`src/rtl/clk_div_meter_if.sv`:
```
// Measurement result bus of clk_div_meter: raw/averaged period, high/low times and status flags.
interface clk_div_meter_if #(
  parameter int CNT_W = 12
);
  logic [CNT_W-1:0] period_out;
  logic [CNT_W-1:0] high_out;
  logic [CNT_W-1:0] low_out;
  logic             meas_valid;
  logic             stable;
  logic             timeout;

  modport master (
    output period_out, high_out, low_out, meas_valid, stable, timeout
  );

  modport slave (
    input period_out, high_out, low_out, meas_valid, stable, timeout
  );
endinterface

```
`src/rtl/clk_div_meter.sv`:
```
// Measures period/high/low of async clk_in in clk cycles; CLK_DIV_METER_AVG_EN averages the last 4 periods.
// Latency: results land SYNC_STAGES+2 cycles after the clk_in rising edge that closes a period.
// Backpressure: none; meas_valid is a one-cycle strobe and results hold until the next one.
module clk_div_meter #(
  parameter int CNT_W       = 12,
  parameter int SYNC_STAGES = 2
) (
  input  logic             clk,
  input  logic             rst_n,
  input  logic             en,
  input  logic             clk_in,
  clk_div_meter_if.master  res
);

  localparam logic [1:0]       IDLE    = 2'd0;
  localparam logic [1:0]       HIGH    = 2'd1;
  localparam logic [1:0]       LOW     = 2'd2;
  localparam logic [CNT_W-1:0] CNT_MAX = '1;

  logic [SYNC_STAGES-1:0] sync_q;
  logic                   s, s_d, rise, fall;

  logic [1:0]       state;
  logic [CNT_W-1:0] cnt, hi_cap, last_raw;
  logic [CNT_W-1:0] period_q, high_q, low_q;
  logic             valid_q, stable_q, timeout_q, have_prev;

  logic             done, strobe;
  logic [CNT_W-1:0] hi_val, lo_val, period_new;

  assign s    = sync_q[SYNC_STAGES-1];
  assign rise = s & ~s_d;
  assign fall = ~s & s_d;

  always_ff @(posedge clk or negedge rst_n) begin
    if (!rst_n) begin
      sync_q <= '0;
      s_d    <= 1'b0;
    end else begin
      sync_q <= {sync_q[SYNC_STAGES-2:0], clk_in};
      s_d    <= s;
    end
  end

  // A rise while still HIGH means the fall was lost: the whole period counts as high time.
  assign done   = rise && (state == HIGH || state == LOW);
  assign hi_val = (state == HIGH) ? cnt : hi_cap;
  assign lo_val = cnt - hi_val;

`ifdef CLK_DIV_METER_AVG_EN
  logic [CNT_W-1:0] hist0, hist1, hist2;
  logic [1:0]       hist_n;
  logic [CNT_W+1:0] sum;

  assign sum        = {2'b00, hist0} + {2'b00, hist1} + {2'b00, hist2} + {2'b00, cnt};
  assign period_new = sum[CNT_W+1:2];
  assign strobe     = done && (hist_n == 2'd3);

  // History only lives while a measurement is running; IDLE (incl. after timeout) wipes it.
  always_ff @(posedge clk or negedge rst_n) begin
    if (!rst_n) begin
      hist0  <= '0;
      hist1  <= '0;
      hist2  <= '0;
      hist_n <= 2'd0;
    end else if (!en || state == IDLE) begin
      hist0  <= '0;
      hist1  <= '0;
      hist2  <= '0;
      hist_n <= 2'd0;
    end else if (done) begin
      hist2  <= hist1;
      hist1  <= hist0;
      hist0  <= cnt;
      if (hist_n != 2'd3) hist_n <= hist_n + 2'd1;
    end
  end
`else
  assign period_new = cnt;
  assign strobe     = done;
`endif

  always_ff @(posedge clk or negedge rst_n) begin
    if (!rst_n) begin
      state     <= IDLE;
      cnt       <= '0;
      hi_cap    <= '0;
      last_raw  <= '0;
      period_q  <= '0;
      high_q    <= '0;
      low_q     <= '0;
      valid_q   <= 1'b0;
      stable_q  <= 1'b0;
      timeout_q <= 1'b0;
      have_prev <= 1'b0;
    end else begin
      valid_q <= 1'b0;
      if (!en) begin
        state     <= IDLE;
        cnt       <= '0;
        stable_q  <= 1'b0;
        have_prev <= 1'b0;
      end else if (rise) begin
        state <= HIGH;
        cnt   <= {{(CNT_W-1){1'b0}}, 1'b1};
        if (strobe) begin
          period_q  <= period_new;
          high_q    <= hi_val;
          low_q     <= lo_val;
          valid_q   <= 1'b1;
          timeout_q <= 1'b0;
          stable_q  <= have_prev && (cnt == last_raw);
          last_raw  <= cnt;
          have_prev <= 1'b1;
        end
      end else if (cnt == CNT_MAX) begin
        // A rise landing on CNT_MAX is still a valid maximal period, hence rise wins above.
        state     <= IDLE;
        cnt       <= '0;
        timeout_q <= 1'b1;
        stable_q  <= 1'b0;
        have_prev <= 1'b0;
      end else begin
        cnt <= cnt + 1'b1;
        if (fall && state == HIGH) begin
          hi_cap <= cnt;
          state  <= LOW;
        end
      end
    end
  end

  assign res.period_out = period_q;
  assign res.high_out   = high_q;
  assign res.low_out    = low_q;
  assign res.meas_valid = valid_q;
  assign res.stable     = stable_q;
  assign res.timeout    = timeout_q;

endmodule

```
`src/flat_wrapper.sv`:
```
// flat-port wrapper written by rule: the top's interface ports become plain ports
module clk_div_meter_flat 
#(
  parameter int CNT_W       = 12,
  parameter int SYNC_STAGES = 2
)
  (clk, rst_n, en, clk_in, res_period_out, res_high_out, res_low_out, res_meas_valid, res_stable, res_timeout);
  clk_div_meter_if #(.CNT_W(CNT_W)) res_i ();
  input  logic clk;
  input  logic rst_n;
  input  logic en;
  input  logic clk_in;
  output wire logic [$bits(res_i.period_out)-1:0] res_period_out;
  output wire logic [$bits(res_i.high_out)-1:0] res_high_out;
  output wire logic [$bits(res_i.low_out)-1:0] res_low_out;
  output wire logic [$bits(res_i.meas_valid)-1:0] res_meas_valid;
  output wire logic [$bits(res_i.stable)-1:0] res_stable;
  output wire logic [$bits(res_i.timeout)-1:0] res_timeout;
  assign res_period_out = res_i.period_out;
  assign res_high_out = res_i.high_out;
  assign res_low_out = res_i.low_out;
  assign res_meas_valid = res_i.meas_valid;
  assign res_stable = res_i.stable;
  assign res_timeout = res_i.timeout;
  clk_div_meter #(.CNT_W(CNT_W), .SYNC_STAGES(SYNC_STAGES)) u_core (.clk(clk), .rst_n(rst_n), .en(en), .clk_in(clk_in), .res(res_i));
endmodule
```
`config.mk`:
```
export PLATFORM = sky130hd
export DESIGN_NAME = clk_div_meter_flat
export DESIGN_NICKNAME = d
export VERILOG_FILES = /design/src/rtl/clk_div_meter_if.sv /design/src/rtl/clk_div_meter.sv /design/src/flat_wrapper.sv
export SDC_FILE = /design/constraint.sdc
export NUM_CORES = 1
export LEC_CHECK = 0
export BUFFER_PORTS_ARGS = -buffer_cell sky130_fd_sc_hd__clkbuf_2
export CORE_MARGIN = 5
export CORE_UTILIZATION = 58
export DETAILED_ROUTE_END_ITERATION = 10
export GPL_ROUTABILITY_DRIVEN = 1
export HOLD_SLACK_MARGIN = 0.15
export PLACE_DENSITY = 0.89
export REMOVE_ABC_BUFFERS = 1
export SETUP_SLACK_MARGIN = 0.05
export SYNTH_ARGS = -nofsm -noshare
export SYNTH_HDL_FRONTEND = slang
export SYNTH_SLANG_ARGS = --single-unit
```
`constraint.sdc`:
```
create_clock -name clk -period 7 [get_ports clk]
set_clock_uncertainty 0.2 [all_clocks]
set_input_delay 0.35 -clock clk [delete_from_list [all_inputs] [get_ports clk]]
set_output_delay 0.35 -clock clk [all_outputs]
set_load 0.005 [all_outputs]
```
Yosys cells after proc, flatten, opt, wreduce, memory -nomap -nowiden
Cells that the tools add are included.
{"block": "word_totals", "regBits": 69, "output_inout_bits": 39}
{"block": "op_classes", "n_addsub": 2, "n_eq_ne": 8, "muxes": 21, "n_bitwise": 6, "n_reduce_logical": 9}
{"cell": "2-to-1 mux 12 bit", "count": 4}
{"cell": "2-to-1 mux 1 bit", "count": 13}
{"cell": "adder 12 x 1 -> 12 bit, second input constant", "count": 1}
{"cell": "equality test 12 bit", "count": 1}
{"cell": "equality test 12 bit, second input constant", "count": 1}
{"cell": "subtractor 12 bit", "count": 1}
{"cell": "2-to-1 mux 2 bit", "count": 4}
{"cell": "AND reduction 3 bit", "count": 2}
{"cell": "!= test 4 x 1 -> 1 bit, second input constant", "count": 1}
{"cell": "NOT 1 bit", "count": 4}
{"cell": "AND reduction 4 bit", "count": 1}
{"cell": "logical AND 1 bit", "count": 3}
{"cell": "!= test 3 x 1 -> 1 bit, second input constant", "count": 1}
{"cell": "!= test 3 bit, second input constant", "count": 1}
{"cell": "AND 1 bit", "count": 2}
{"cell": "equality test 2 x 1 -> 1 bit, second input constant", "count": 1}
{"cell": "equality test 2 bit, second input constant", "count": 1}
{"cell": "!= test 2 bit, second input constant", "count": 1}
{"cell": "AND reduction 2 bit", "count": 1}
{"cell": "nonzero test 2 bit", "count": 1}
{"cell": "logical OR 1 bit", "count": 1}

Depth between registers and ports, before layout
{"block": "logic_depth", "depth_word": 7, "mapped_depth": 13, "ltp_nobuf": 11}

Worst setup path after synthesis
No wires, ideal clock.
{"block": "synth_timing", "path_kind": "reg-to-reg", "from": "register u_core.state[1]", "to": "register u_core.low_q[8] (netlist: u_core.res.low_out[8])", "setup_time_ns": 0.069, "arrival_time_ns": 2.836, "setup_slack_ns": 3.896, "stages_incl_launch_ff": 14, "synth_period_minus_slack_ns": 3.104, "cell_sequence": "dfrtp_1 inv_1 ha_1 buf_2 buf_2 mux2_2 ha_1 fa_1 nor2b_1 o22ai_1 nand2_1 a31oi_1 or4_1 nand3_1"}
{"block": "synth_between", "word_cells_on_any_way": 7, "classes_between": "1 x add/sub; 2 x eq/ne; 1 x mux; 3 x reduce/logical"}
{"element": "start, declared", "line": "clk_div_meter.sv:23", "text": "logic [1:0] state;"}
{"element": "start signal, assigned", "line": "clk_div_meter.sv:85", "text": "state <= IDLE;"}
{"element": "start signal, assigned", "line": "clk_div_meter.sv:99", "text": "state <= IDLE;"}
{"element": "start signal, assigned", "line": "clk_div_meter.sv:104", "text": "state <= HIGH;"}
{"element": "equality test 2 x 1 -> 1 bit", "line": "clk_div_meter.sv:47", "text": "assign hi_val = (state == HIGH) ? cnt : hi_cap;"}
{"element": "2-to-1 mux 12 bit", "line": "clk_div_meter.sv:47"}
{"element": "net u_core.hi_val[0]", "line": "clk_div_meter.sv:29", "text": "logic [CNT_W-1:0] hi_val, lo_val, period_new;"}
{"element": "subtractor 12 bit", "line": "clk_div_meter.sv:48", "text": "assign lo_val = cnt - hi_val;"}
{"element": "end signal, assigned", "line": "clk_div_meter.sv:109", "text": "low_q <= lo_val;"}
{"element": "end, declared", "line": "clk_div_meter.sv:25", "text": "logic [CNT_W-1:0] period_q, high_q, low_q;"}
The timed path passes the listed nets, and every way through them passes these cells.
A chain may end at the register's enable or synchronous reset.

Worst setup path after layout
Same ends and word-level chain as after synthesis.

==> metrics.md <==
| Metric | Value |
|---|---|
| Sequential Power Share | just under 50% |
| Hold WC Path Type | reg -> reg |
| Initial antenna violation count | 0 |
| GPL Wtd Cong | about 0.89 |
| Critical path capture point type | flop |
| Hold Fails Final Rpt | 0 |
| Worst Tran Pin Value | about 0.84 ns |
| NetSw | 245.9 uW |
| Maximum number of pins on one net before global-route repair | 70 |
| Vias | about 2,700 |
| Synth warn | 0 |
| Sequential area share after synthesis | 48.46% |
| Leading register cell type out of synthesis | dfrtp_1 |
| TritonRoute pass-1 iters | 4 |
| Root Buffer | clkbuf_8 |
| Slew Viols, Final | 0 |
| Vias in the first global route | roughly 2,800 |
| CTS tree | yes |
| Crit path time final | around 3.1 ns |
| CTS max path bufs | 2 |
| Clock power share | 36.8% |
| Maxcap violations | 0 |
| Number of enable flip-flop cells after synthesis | 0 |
| Die Span X | between 80 and 90 um |
| Fillers | 464 |
| Die area | about 0.008 mm2 |
| Postcts setup bufs | 0 |
| Chip height | about 90 um |
| Comb pwr share | ~15% |
| Switching share of power | about a quarter |
| I/O Buffers | 42 |
| Leakage | 0.001990 uW |
| Most frequent cells in the layout | dfrtp_1 (69), nand2_1 (64), clkbuf_2 (41) |
| Post-route ant nets | 0 |
| DRT Wirelength | 7333 um |
| Peak fanout along the critical path | 5 |
| WL per Instance | ~15 um |
| Startpoint types | flop |
| # DRC | 0 |
| Area occupied by multi-input gates | 0.001688 mm2 |
| Cell area after technology mapping | around 0.0036 mm2 |
| Core ar. | around 0.006 mm2 |
| Status | finished clean |
| Setup TNS | 0 ns |
| Clock Latency Late Sink | 0.36 ns |
| Post-synth cell types | 47 |
| Post-DP HPWL | 4978 um |
| Count of final setup violators | 0 |
| Total Nets Final | 415 |
| FFs w/ async S/R, synth | 100.0% |
| FF+latch area | 0.001727 mm2 |
| Total Routing Usage GR | between 20% and 30% |
| # clock sinks | between 60 and 70 |
| FMAX | approximately 320 MHz |
| DR iter-0 viols | 123 |
| Pwr Density | between 200 and 250 mW/mm2 |
| H-tree depth | 3 |
| P&R area growth vs syn | 13.10% |
| Peak VDD IR | 0.1410 mV |
| Number of antenna diodes | 0 |
| Int Power | between 600 and 700 uW |
| RSZ-0062 raised after global routing | no |
| Vias per inst | 5.590 |
| CP required | 7.09 ns |
| Slew Limit Headroom | between 40 and 50% |
| Worst Path Arrival | ~3.2 ns |
| Reg clk slew, reported paths | about 0.070 ns |
| Initial Util | between 50% and 60% |
| Synthesized netlist cell count | about 360 |
| IO Pins | 43 |
| First-pass GRT wire length | about 13,000 um |
| Most common cell after layout, fill and taps aside | dfrtp_1 |
| Share of cells above drive strength 1 | 19.75% |
| Total CTS buffers | 9 |
| Grt total ovfl | 0 |
| Num rows | 28 |
| Total power | around 930 uW |
| CP Class | reg -> reg |
| Syn_area_per_cell | 9.817 um2 |
| Post-route clock period utilization | between 40% and 50% |
| Flops & latches, synth | around 70 |
[layer usage]
metal | routed length [um] | global-route usage, %
met5 | 0 | 0
met4 | 157 | 11.13
met3 | 376 | 3.631
met2 | 3470 | 33.58
met1 | 3328 | 26.99
[power by group through the flow]
| stage | clock, uW | combinational (uW) | sequential [uW] |
|---|---|---|---|
| 5_1_grt | 372 | 157 | 455 |
| 3_3_place_gp | 0 | 133 | 456 |
| 3_5_place_dp | 0 | 138 | 458 |
| 2_1_floorplan | 0 | 79.6 | 457 |
| 6_report | 343 | 138 | 450 |
| 4_1_cts | 348 | 140 | 450 |
[critical path: stages (launching register included)]
cell and delay [ns]:
dfrtp_1 0.36, inv_1 0.07, ha_1 0.27, mux2_2 0.37, ha_1 0.21, fa_1 0.42, nor2b_1 0.18, o22ai_1 0.14
nand2_1 0.15, a31oi_1 0.14, or4_1 0.49, nand3_1 0.09
[flip-flops by register name (all words and copies together) (netlist names), 2 cells and up]
register             cells
u_core.cnt              12
u_core.res.low_out      12
u_core.hi_cap           12
u_core.last_raw         12
u_core.sync_q            2
u_core.res.high_out     12
u_core.state             2
[timing repair]
| item | in CTS | in global routing |
|---|---|---|
| gates resized for setup | 0 | 0 |
| hold buffers | 3 | 0 |
| endpoints found under the hold margin | 71 | 0 |
[Yosys cell counts (2+ instances only)]
library cell / count / area, um2
nor2b_1: 4 / 25.02
or4_1: 2 / 15.01
o21bai_1: 2 / 15.01
a211oi_1: 2 / 15.01
nor3_1: 3 / 15.01
mux2i_1: 11 / 110.1
nand3_1: 12 / 60.06
nand2b_1: 3 / 18.77
nand4_1: 5 / 31.28
mux2_2: 3 / 33.78
nand2_1: 64 / 240.2
a21oi_1: 12 / 60.06
o2111ai_1: 3 / 26.28
inv_1: 12 / 45.04
ha_1: 10 / 125.1
and4_1: 3 / 26.28
nor4_1: 2 / 12.51
mux2_4: 10 / 150.1
xnor2_1: 15 / 131.4
nand3b_1: 2 / 15.01
dfrtp_1: 69 / 1727
clkbuf_1: 10 / 37.54
nor2_1: 24 / 90.09
o21ai_0: 29 / 145.1
o21a_1: 2 / 15.01
o211ai_1: 2 / 15.01
a31oi_1: 3 / 18.77
xor2_1: 17 / 148.9
buf_2: 9 / 45.04
[path summary, 6_finish.rpt]
check                                               to  cells past startpoint              from  slack (ns)
max in group asynchronous        u_core.res.low_out[8]                      3             rst_n        5.54
min in group asynchronous       u_core.res.high_out[0]                      3             rst_n        0.52
worst max register to register   u_core.res.low_out[8]                     11   u_core.state[1]        3.86
worst max-delay path             u_core.res.low_out[8]                     11   u_core.state[1]        3.86
worst min-delay path                  u_core.sync_q[1]                      0  u_core.sync_q[0]        0.15
worst min register to register        u_core.sync_q[1]                      0  u_core.sync_q[0]        0.15
[logic make-up after synthesis]
family / share of synthesized area [%]
AND/OR/NAND/NOR: 17.52
flip-flops: 48.46
buffers and inverters: 4.248
XOR/XNOR: 7.865
AO/OA/AOI/OAI: 9.586
multiplexers: 8.251
adder cells (fa/ha/maj): 4.073
[final cells by class]
| cell class | instances | area share [%] |
|---|---|---|
| clock inverter | 4 | 1.118 |
| sequential | 69 | 42.84 |
| timing repair buffer | 48 | 6.520 |
| tap | 75 | 2.328 |
| inverter | 13 | 1.211 |
| multi-input combinational | 259 | 41.88 |
| clock buffer | 12 | 4.098 |
[through the flow]
step,instances,utilization [%],setup slack [ns],hold slack (ns),cell area [um2]
6_report,480,67.67,3.863,0.1538,4030
5_1_grt,480,67.67,3.660,0.1717,4030
4_1_cts,480,67.67,3.876,0.1564,4030
3_5_place_dp,461,63.63,3.919,0.1403,3790
2_1_floorplan,341,-,3.562,-0.1456,3461
3_3_place_gp,461,63.63,3.999,0.1338,3790
(Power assumes the default switching activity.)
